--- src/rtl/lut_dac_spi_serializer.sv ---
// Double-buffered DAC frame serializer: one holding register feeds a shift register that
// drives a mode-0 SPI link (CPOL=0, MSB first) with a guaranteed CSN-high gap between frames.
module lut_dac_spi_serializer #(
    parameter int unsigned BIT_WIDTH = 12,
    parameter int unsigned CMD_WIDTH = 4,
    parameter int unsigned CLK_DIV   = 2,
    parameter int unsigned FRAME_GAP = 2,
    parameter int unsigned SIGNED_IN = 1
) (
    input  logic                 CLK_SYS,
    input  logic                 RST,
    input  logic                 EN,
    input  logic [BIT_WIDTH-1:0] DATA_IN,
    input  logic                 DATA_VALID,
    output logic                 DATA_READY,
    input  logic [CMD_WIDTH-1:0] CMD,
    input  logic                 LAST_IN,
    output logic                 SPI_SCLK,
    output logic                 SPI_MOSI,
    output logic                 SPI_CSN,
    output logic                 BUSY,
    output logic                 FRAME_DONE,
    output logic                 LAST_OUT
);

    localparam int unsigned FRAME_LEN = CMD_WIDTH + BIT_WIDTH;
    localparam int unsigned DIV_W     = (CLK_DIV > 1) ? $clog2(CLK_DIV) : 1;
    localparam int unsigned BIT_W     = (FRAME_LEN > 1) ? $clog2(FRAME_LEN) : 1;
    localparam int unsigned GAP_W     = (FRAME_GAP > 1) ? $clog2(FRAME_GAP) : 1;

    localparam logic [DIV_W-1:0] DIV_LAST = DIV_W'(CLK_DIV - 1);
    localparam logic [BIT_W-1:0] BIT_LAST = BIT_W'(FRAME_LEN - 1);
    localparam logic [GAP_W-1:0] GAP_LAST = GAP_W'(FRAME_GAP - 1);

    typedef enum logic [1:0] {StIdle, StShift, StGap} state_t;

    state_t               state;
    logic                 hold_full;
    logic                 hold_last;
    logic [FRAME_LEN-1:0] hold_word;
    logic [FRAME_LEN-1:0] shift_reg;
    logic                 shift_last;
    logic [DIV_W-1:0]     div_cnt;
    logic [BIT_W-1:0]     bit_cnt;
    logic [GAP_W-1:0]     gap_cnt;
    logic                 sclk_q;
    logic                 mosi_q;
    logic                 csn_q;
    logic                 busy_q;
    logic                 done_q;
    logic                 last_q;

    logic [BIT_WIDTH-1:0] fmt_data;
    logic                 accept;
    logic                 gap_end;
    logic                 load;

    assign DATA_READY = EN & ~hold_full & ~RST;
    assign accept     = DATA_VALID & DATA_READY;
    assign gap_end    = (state == StGap) && (gap_cnt == GAP_LAST);
    // Hold-to-shift hand-off only when the link is free; EN low suppresses it so a dropped
    // sample can never start a frame.
    assign load       = hold_full & EN & ((state == StIdle) | gap_end);

    assign SPI_SCLK   = sclk_q;
    assign SPI_MOSI   = mosi_q;
    assign SPI_CSN    = csn_q;
    assign BUSY       = busy_q;
    assign FRAME_DONE = done_q;
    assign LAST_OUT   = last_q;

    // Two's complement to offset binary: flip the sign bit
    always_comb begin
        fmt_data = DATA_IN;
        if (SIGNED_IN != 0) begin
            fmt_data[BIT_WIDTH-1] = ~DATA_IN[BIT_WIDTH-1];
        end
    end

    // Holding register: capture on handshake, release on hand-off, discard when disabled
    always_ff @(posedge CLK_SYS) begin
        if (RST) begin
            hold_full <= 1'b0;
            hold_last <= 1'b0;
            hold_word <= '0;
        end else if (!EN) begin
            hold_full <= 1'b0;
        end else if (accept) begin
            hold_full <= 1'b1;
            hold_word <= {CMD, fmt_data};
            hold_last <= LAST_IN;
        end else if (load) begin
            hold_full <= 1'b0;
        end
    end

    // Frame FSM with registered SPI pins and status pulses
    always_ff @(posedge CLK_SYS) begin
        if (RST) begin
            state      <= StIdle;
            shift_reg  <= '0;
            shift_last <= 1'b0;
            div_cnt    <= '0;
            bit_cnt    <= '0;
            gap_cnt    <= '0;
            sclk_q     <= 1'b0;
            mosi_q     <= 1'b0;
            csn_q      <= 1'b1;
            busy_q     <= 1'b0;
            done_q     <= 1'b0;
            last_q     <= 1'b0;
        end else begin
            done_q <= 1'b0;
            last_q <= 1'b0;
            if (load) begin
                state      <= StShift;
                shift_reg  <= hold_word;
                shift_last <= hold_last;
                mosi_q     <= hold_word[FRAME_LEN-1];
                csn_q      <= 1'b0;
                sclk_q     <= 1'b0;
                busy_q     <= 1'b1;
                div_cnt    <= '0;
                bit_cnt    <= '0;
            end else begin
                case (state)
                    StIdle: begin
                        busy_q <= 1'b0;
                    end
                    StShift: begin
                        if (div_cnt == DIV_LAST) begin
                            div_cnt <= '0;
                            if (!sclk_q) begin
                                sclk_q <= 1'b1;
                            end else begin
                                sclk_q <= 1'b0;
                                if (bit_cnt == BIT_LAST) begin
                                    // Last falling edge closes the frame
                                    csn_q   <= 1'b1;
                                    mosi_q  <= 1'b0;
                                    done_q  <= 1'b1;
                                    last_q  <= shift_last;
                                    bit_cnt <= '0;
                                    gap_cnt <= '0;
                                    state   <= StGap;
                                end else begin
                                    shift_reg <= shift_reg << 1;
                                    mosi_q    <= shift_reg[FRAME_LEN-2];
                                    bit_cnt   <= bit_cnt + BIT_W'(1);
                                end
                            end
                        end else begin
                            div_cnt <= div_cnt + DIV_W'(1);
                        end
                    end
                    StGap: begin
                        if (gap_end) begin
                            state  <= StIdle;
                            busy_q <= 1'b0;
                        end else begin
                            gap_cnt <= gap_cnt + GAP_W'(1);
                        end
                    end
                    default: begin
                        state <= StIdle;
                    end
                endcase
            end
        end
    end

endmodule
--- config.mk ---
export PLATFORM = sky130hd
export DESIGN_NAME = lut_dac_spi_serializer
export DESIGN_NICKNAME = d
export VERILOG_FILES = /design/src/rtl/lut_dac_spi_serializer.sv
export SDC_FILE = /design/constraint.sdc
export NUM_CORES = 1
export LEC_CHECK = 0
export BUFFER_PORTS_ARGS = -buffer_cell sky130_fd_sc_hd__buf_2
export CAP_MARGIN = 5
export CORE_UTILIZATION = 50
export DETAILED_ROUTE_END_ITERATION = 6
export PLACE_DENSITY = 0.72
export REMOVE_ABC_BUFFERS = 1
export SETUP_SLACK_MARGIN = 0.3
export SLEW_MARGIN = 20
export SYNTH_ARGS = -nofsm -noshare
export SYNTH_HDL_FRONTEND = slang
export SYNTH_SLANG_ARGS = --single-unit
--- constraint.sdc ---
create_clock -name CLK_SYS -period 4.63 [get_ports CLK_SYS]
set_input_delay 0.6945 -clock CLK_SYS [delete_from_list [all_inputs] [get_ports CLK_SYS]]
set_output_delay 0.6945 -clock CLK_SYS [all_outputs]
set_load 0.01 [all_outputs]
## After elaboration in Yosys (flattened, before gate mapping)

Index checks and enable logic that the tools add are counted.

- Add/sub/neg operators: 3
- Equality and inequality tests: 14
- Muxes and demuxes: 35
- Bitwise logic cells: 16
- Reduce and logical (&&, ||, !) cells: 23

Operator list:

| kind | count |
|---|---|
| 15-bit 2-to-1 mux | 5 |
| 1-bit 2-to-1 mux | 22 |
| 2-bit != test (second input constant) | 7 |
| 3-bit != test (second input constant) | 4 |
| 2-bit nonzero test | 6 |
| 1-bit NOT | 10 |
| 5-bit AND reduction | 2 |
| 2-bit 2-to-1 mux | 4 |
| 4-bit AND reduction | 2 |
| 2-bit case mux with 3 select lines | 1 |
| 2-bit AND reduction | 3 |
| 3-bit AND reduction | 2 |
| 6-bit AND reduction | 1 |
| 6-bit OR reduction | 1 |
| 1-bit AND | 5 |
| 5-bit OR reduction | 1 |
| 4-bit by 1-bit adder with 4-bit output (second input constant) | 1 |
| 4-bit == test (second input constant) | 1 |
| 4-bit 2-to-1 mux | 1 |
| 1-bit case mux with 2 select lines | 2 |
| 2-bit OR reduction | 2 |
| 3-bit nonzero test | 1 |
| 1-bit adder (second input constant) | 2 |
| 2-bit by 1-bit == test with 1-bit output (second input constant) | 1 |
| other kinds (4) | 4 |

- Register bits after elaboration: 48
- Bits of input ports: 21
- Output and inout bits: 7

## Depth between registers and ports, before layout

- Depth after elaboration: 6
- Gate-level depth with buffers: 8
- Mapped depth without buffers: 6

## Least setup slack after synthesis

Ideal clock, no wire load.

- Path kind: input-to-output
- Start: input port RST
- End: output port DATA_READY
- Arrival time: 0.949 ns
- Data required time: 3.936 ns
- Setup slack: 2.987 ns
- Stages on the path: 1
- Path through: nor3b_2

- Word-level cells in the longest chain between the ends: 2

RTL lines:

| what | RTL line | RTL |
|---|---|---|
| start: declaration | 11 | `input logic RST,` |
| 1-bit NOT | 58 | `assign DATA_READY = EN & ~hold_full & ~RST;` |
| 1-bit AND | 58 |  |
| end: declaration | 15 | `output logic DATA_READY,` |

Every way passes these cells.

## Worst setup path in the final report

- Start: register state[0]
- End: register hold_full

- Word-level cells in the longest chain between the ends: 5
- Elaborated cells between the ends (all ways): 6
- Those cells by class: eq/ne: 1; bitwise: 2; reduce/logical: 3

RTL lines:

| what | RTL line | RTL |
|---|---|---|
| start: declaration | 37 | `state_t state;` |
| start signal: assignment | 100 | `state <= StIdle;` |
| start signal: assignment | 116 | `state <= StShift;` |
| start signal: assignment | 145 | `state <= StGap;` |
| 2-bit == test | 60 | `assign gap_end = (state == StGap) && (gap_cnt == GAP_LAST);` |
| 1-bit logical AND | 60 |  |
| 1-bit bitwise OR * | 63 | `assign load = hold_full & EN & ((state == StIdle) \| gap_end);` |
| 1-bit AND * | 63 |  |
| 2-bit nonzero test (no source line) * | n/a |  |
| end signal: assignment | 83 | `hold_full <= 1'b0;` |
| end signal: assignment | 87 | `hold_full <= 1'b0;` |
| end signal: assignment | 89 | `hold_full <= 1'b1;` |
| end: declaration | 38 | `logic hold_full;` |

Mark *: on every way between the ends. The rest lies on a longest branch, timed or not.
A chain may end at the register's enable or synchronous reset.

==> reports/metrics.cfg <==
[status]
outcome = finished, final reports clean

[timing]
finalHoldViolCount = 0
fin_skew_ns = 0.00900
setup_violations = 0
fin_crit_ns = 2.20
setup_tns_ns = 0
worst_pin_slew_ns = 0.816
drv_slew = 0
fin_ws_ns = 2.43
min_period_over_period = 0.476
max_freq_mhz = 454
slew_headroom = 0.454
rsz0062_at_grt = no

[finish]
layout.nets = 279
nFillCells = 383
post-route-util = 0.583
synthToLayoutAreaGrowth_pct = 8.52
antenna_cells = 0
ff_latch_area_um2 = 961
multi_input_area_um2 = 948
drive_above_1_share = 0.200
largest_reg_flops = 16

[yosys]
synth_warnings = 0
synth-edff-count = 0
async_reset_ff_frac = 0
ys.flop_type = dfxtp_1
postSynthCellCount = 236
ys_seq_area_frac = 0.471
syn-cell-area_mm2 = 0.00204
synth_seq_cells = 48
synth_top_area_cell = dfxtp_1
synth_area_per_cell_um2 = 8.65
synth_top_area_share = 0.471
ys_types = 35
synth.area.top_cells = dfxtp_1, nand2_1, a311oi_1

[floorplanning]
core-area_mm2 = 0.00380
num_io_pins = 28
die-area_mm2 = 0.00434
start_util = 0.538
die_h_um = 65.9
die_w_um = 65.9
rows = 22

[grt]
use_met1 = 0.247
grt_max_degree = 43
busiest_layer = met2
grt_usage = 0.190
use_met3 = 0.0466
grt_pass1_vias = 1396
grt_use_met2 = 0.297
gr-total-overflow = 0
antenna_found_initial = 0
grt_pass1_wl_um = 6270

[clocking]
cts_resized = 0
ctsLongestPathBuffers = 2
clock_latency_ns = 0.30
clock_sinks = 48
cts_tree = done
cts_buffers = 5
clk_pin_slew_ns = 0.08
h-tree-depth = 2
post_cts_buffers = 0
hold_buffers = 0
cts_root_buf = clkbuf_8

[worst_hold_path]
min_from = BUSY
hold_class = register to register
whs_path_depth = 2
holdPathEnd = BUSY

[route]
avgViaCountPerCell = 5.30
dr.pass1.iters = 4
drtIter0Drc = 77
drc = 0
routedWlPerCell_um = 12.1
ant_nets = 0
dr_total_vias = 1605
finalWirelength_um = 3680

[power]
power.share.clock = 0.333
p_int_mw = 0.580
power.total_mw = 0.769
swShare = 0.245
p_switching_mw = 0.189
ir_drop_mv = 0.249
p_comb_frac = 0.096
p_seq_frac = 0.570
power.density_mw_per_mm2 = 347
static-leakage-power_nw = 0.843

[worst_setup_path]
slowest_stage = nand3_2
crit_type = register to register
end_kind = register
worstPathCellList = inv_1, ha_1, a21o_1, nand3_2, nand2b_1, o21ai_0
required_ns = 4.78
slowest_delay_ns = 0.57
start_kind = register
arrival_ns = 2.36
reg2reg_from = state[0]
r2r_cells = 6
ff2ff_setup_slack_ns = 2.43
timing.rr.end = hold_full
path_max_fanout = 38

[run]
cap_violations = 0

[placed_design]
gp_congestion = 0.730
numPortBuffers = 27
preCtsSetupSlack_ns = 2.31
place_hpwl_um = 2330

[Yosys cell counts (2+ instances only)]
library cell and number:
a21oi_2 8, dfxtp_1 48, a21o_1 2, a21oi_1 10
and3_1 2, nand2b_1 3, nor2_1 25, buf_6 3
buf_4 5, nand2_1 56, a31oi_1 2, inv_1 3
xor2_1 2, o21ai_0 3, a311oi_1 16, buf_2 4
clkbuf_1 4, ha_1 4, nand3_1 18, mux2i_1 3
[cell usage in the layout (no fill, tap or decap), types with 2 or more instances in the layout]
| cell type | n |
|---|---|
| a21oi_1 | 10 |
| xor2_1 | 2 |
| inv_1 | 3 |
| nand3_1 | 18 |
| nand2b_1 | 3 |
| nand2_1 | 56 |
| a21o_1 | 2 |
| clkbuf_8 | 6 |
| o21ai_0 | 3 |
| a311oi_1 | 16 |
| buf_2 | 27 |
| dfxtp_1 | 48 |
| ha_1 | 4 |
| mux2i_1 | 3 |
| a21oi_2 | 8 |
| nor2_1 | 25 |
| a31oi_1 | 2 |
| and3_1 | 2 |
| clkinv_2 | 2 |
[logic make-up after synthesis]
group                    synth area share
adder cells (fa/ha/maj)            0.0245
XOR/XNOR                           0.0129
buffers and inverters              0.0649
AO/OA/AOI/OAI                       0.172
multiplexers                       0.0202
AND/OR/NAND/NOR                     0.235
flip-flops                          0.471
[power by group through the flow]
stage	Combinational, mW	Clock [mW]	Sequential (mW)
2_1_floorplan	0.0470	0	0.446
3_5_place_dp	0.0745	0	0.448
3_3_place_gp	0.0730	0	0.448
5_1_grt	0.0832	0.281	0.441
6_report	0.0740	0.256	0.438
4_1_cts	0.0747	0.263	0.438
[worst max path at each step]
stage                          endpoint  startpoint  depth (start not counted)
final                         hold_full    state[0]                          6
after global routing          hold_full    state[0]                          6
after detailed placement  hold_word[11]         RST                          6
after global placement    hold_word[11]         RST                          6
after floorplan                 gap_cnt    state[0]                          6
after CTS                    bit_cnt[0]    state[1]                          6
[layout make-up]
| type | count | area share |
|---|---|---|
| Clock buffer | 6 | 0.0373 |
| Clock inverter | 2 | 0.00452 |
| Inverter | 3 | 0.00508 |
| Multi-Input combinational cell | 168 | 0.428 |
| Sequential cell | 48 | 0.434 |
| Tap cell | 48 | 0.0271 |
| Timing Repair Buffer | 28 | 0.0644 |
[per-stage QoR]
stage	hold WS (ns)	instances	instance area, um2
final	0.457	303	2220
after global routing	0.482	303	2220
after CTS	0.459	303	2220
after detailed placement	0.448	295	2120
after global placement	0.444	295	2120
after floorplan	0.430	219	1920
[metal layers]
layer	wire (um)	up-vias
met4	61	0
li1	-	842
met1	1920	727
met2	1540	30
met3	154	6
met5	0	-
[critical path: cells and delay by family (launching register included)]
| family | cells | cell delay (ns) |
|---|---|---|
| flops | 1 | 0.33 |
| fa+ha+maj | 1 | 0.23 |
| simple gates | 2 | 1.10 |
| buf+inv | 1 | 0.08 |
| compound gates | 2 | 0.31 |
No activity file was read; power rests on OpenSTA's default activity.
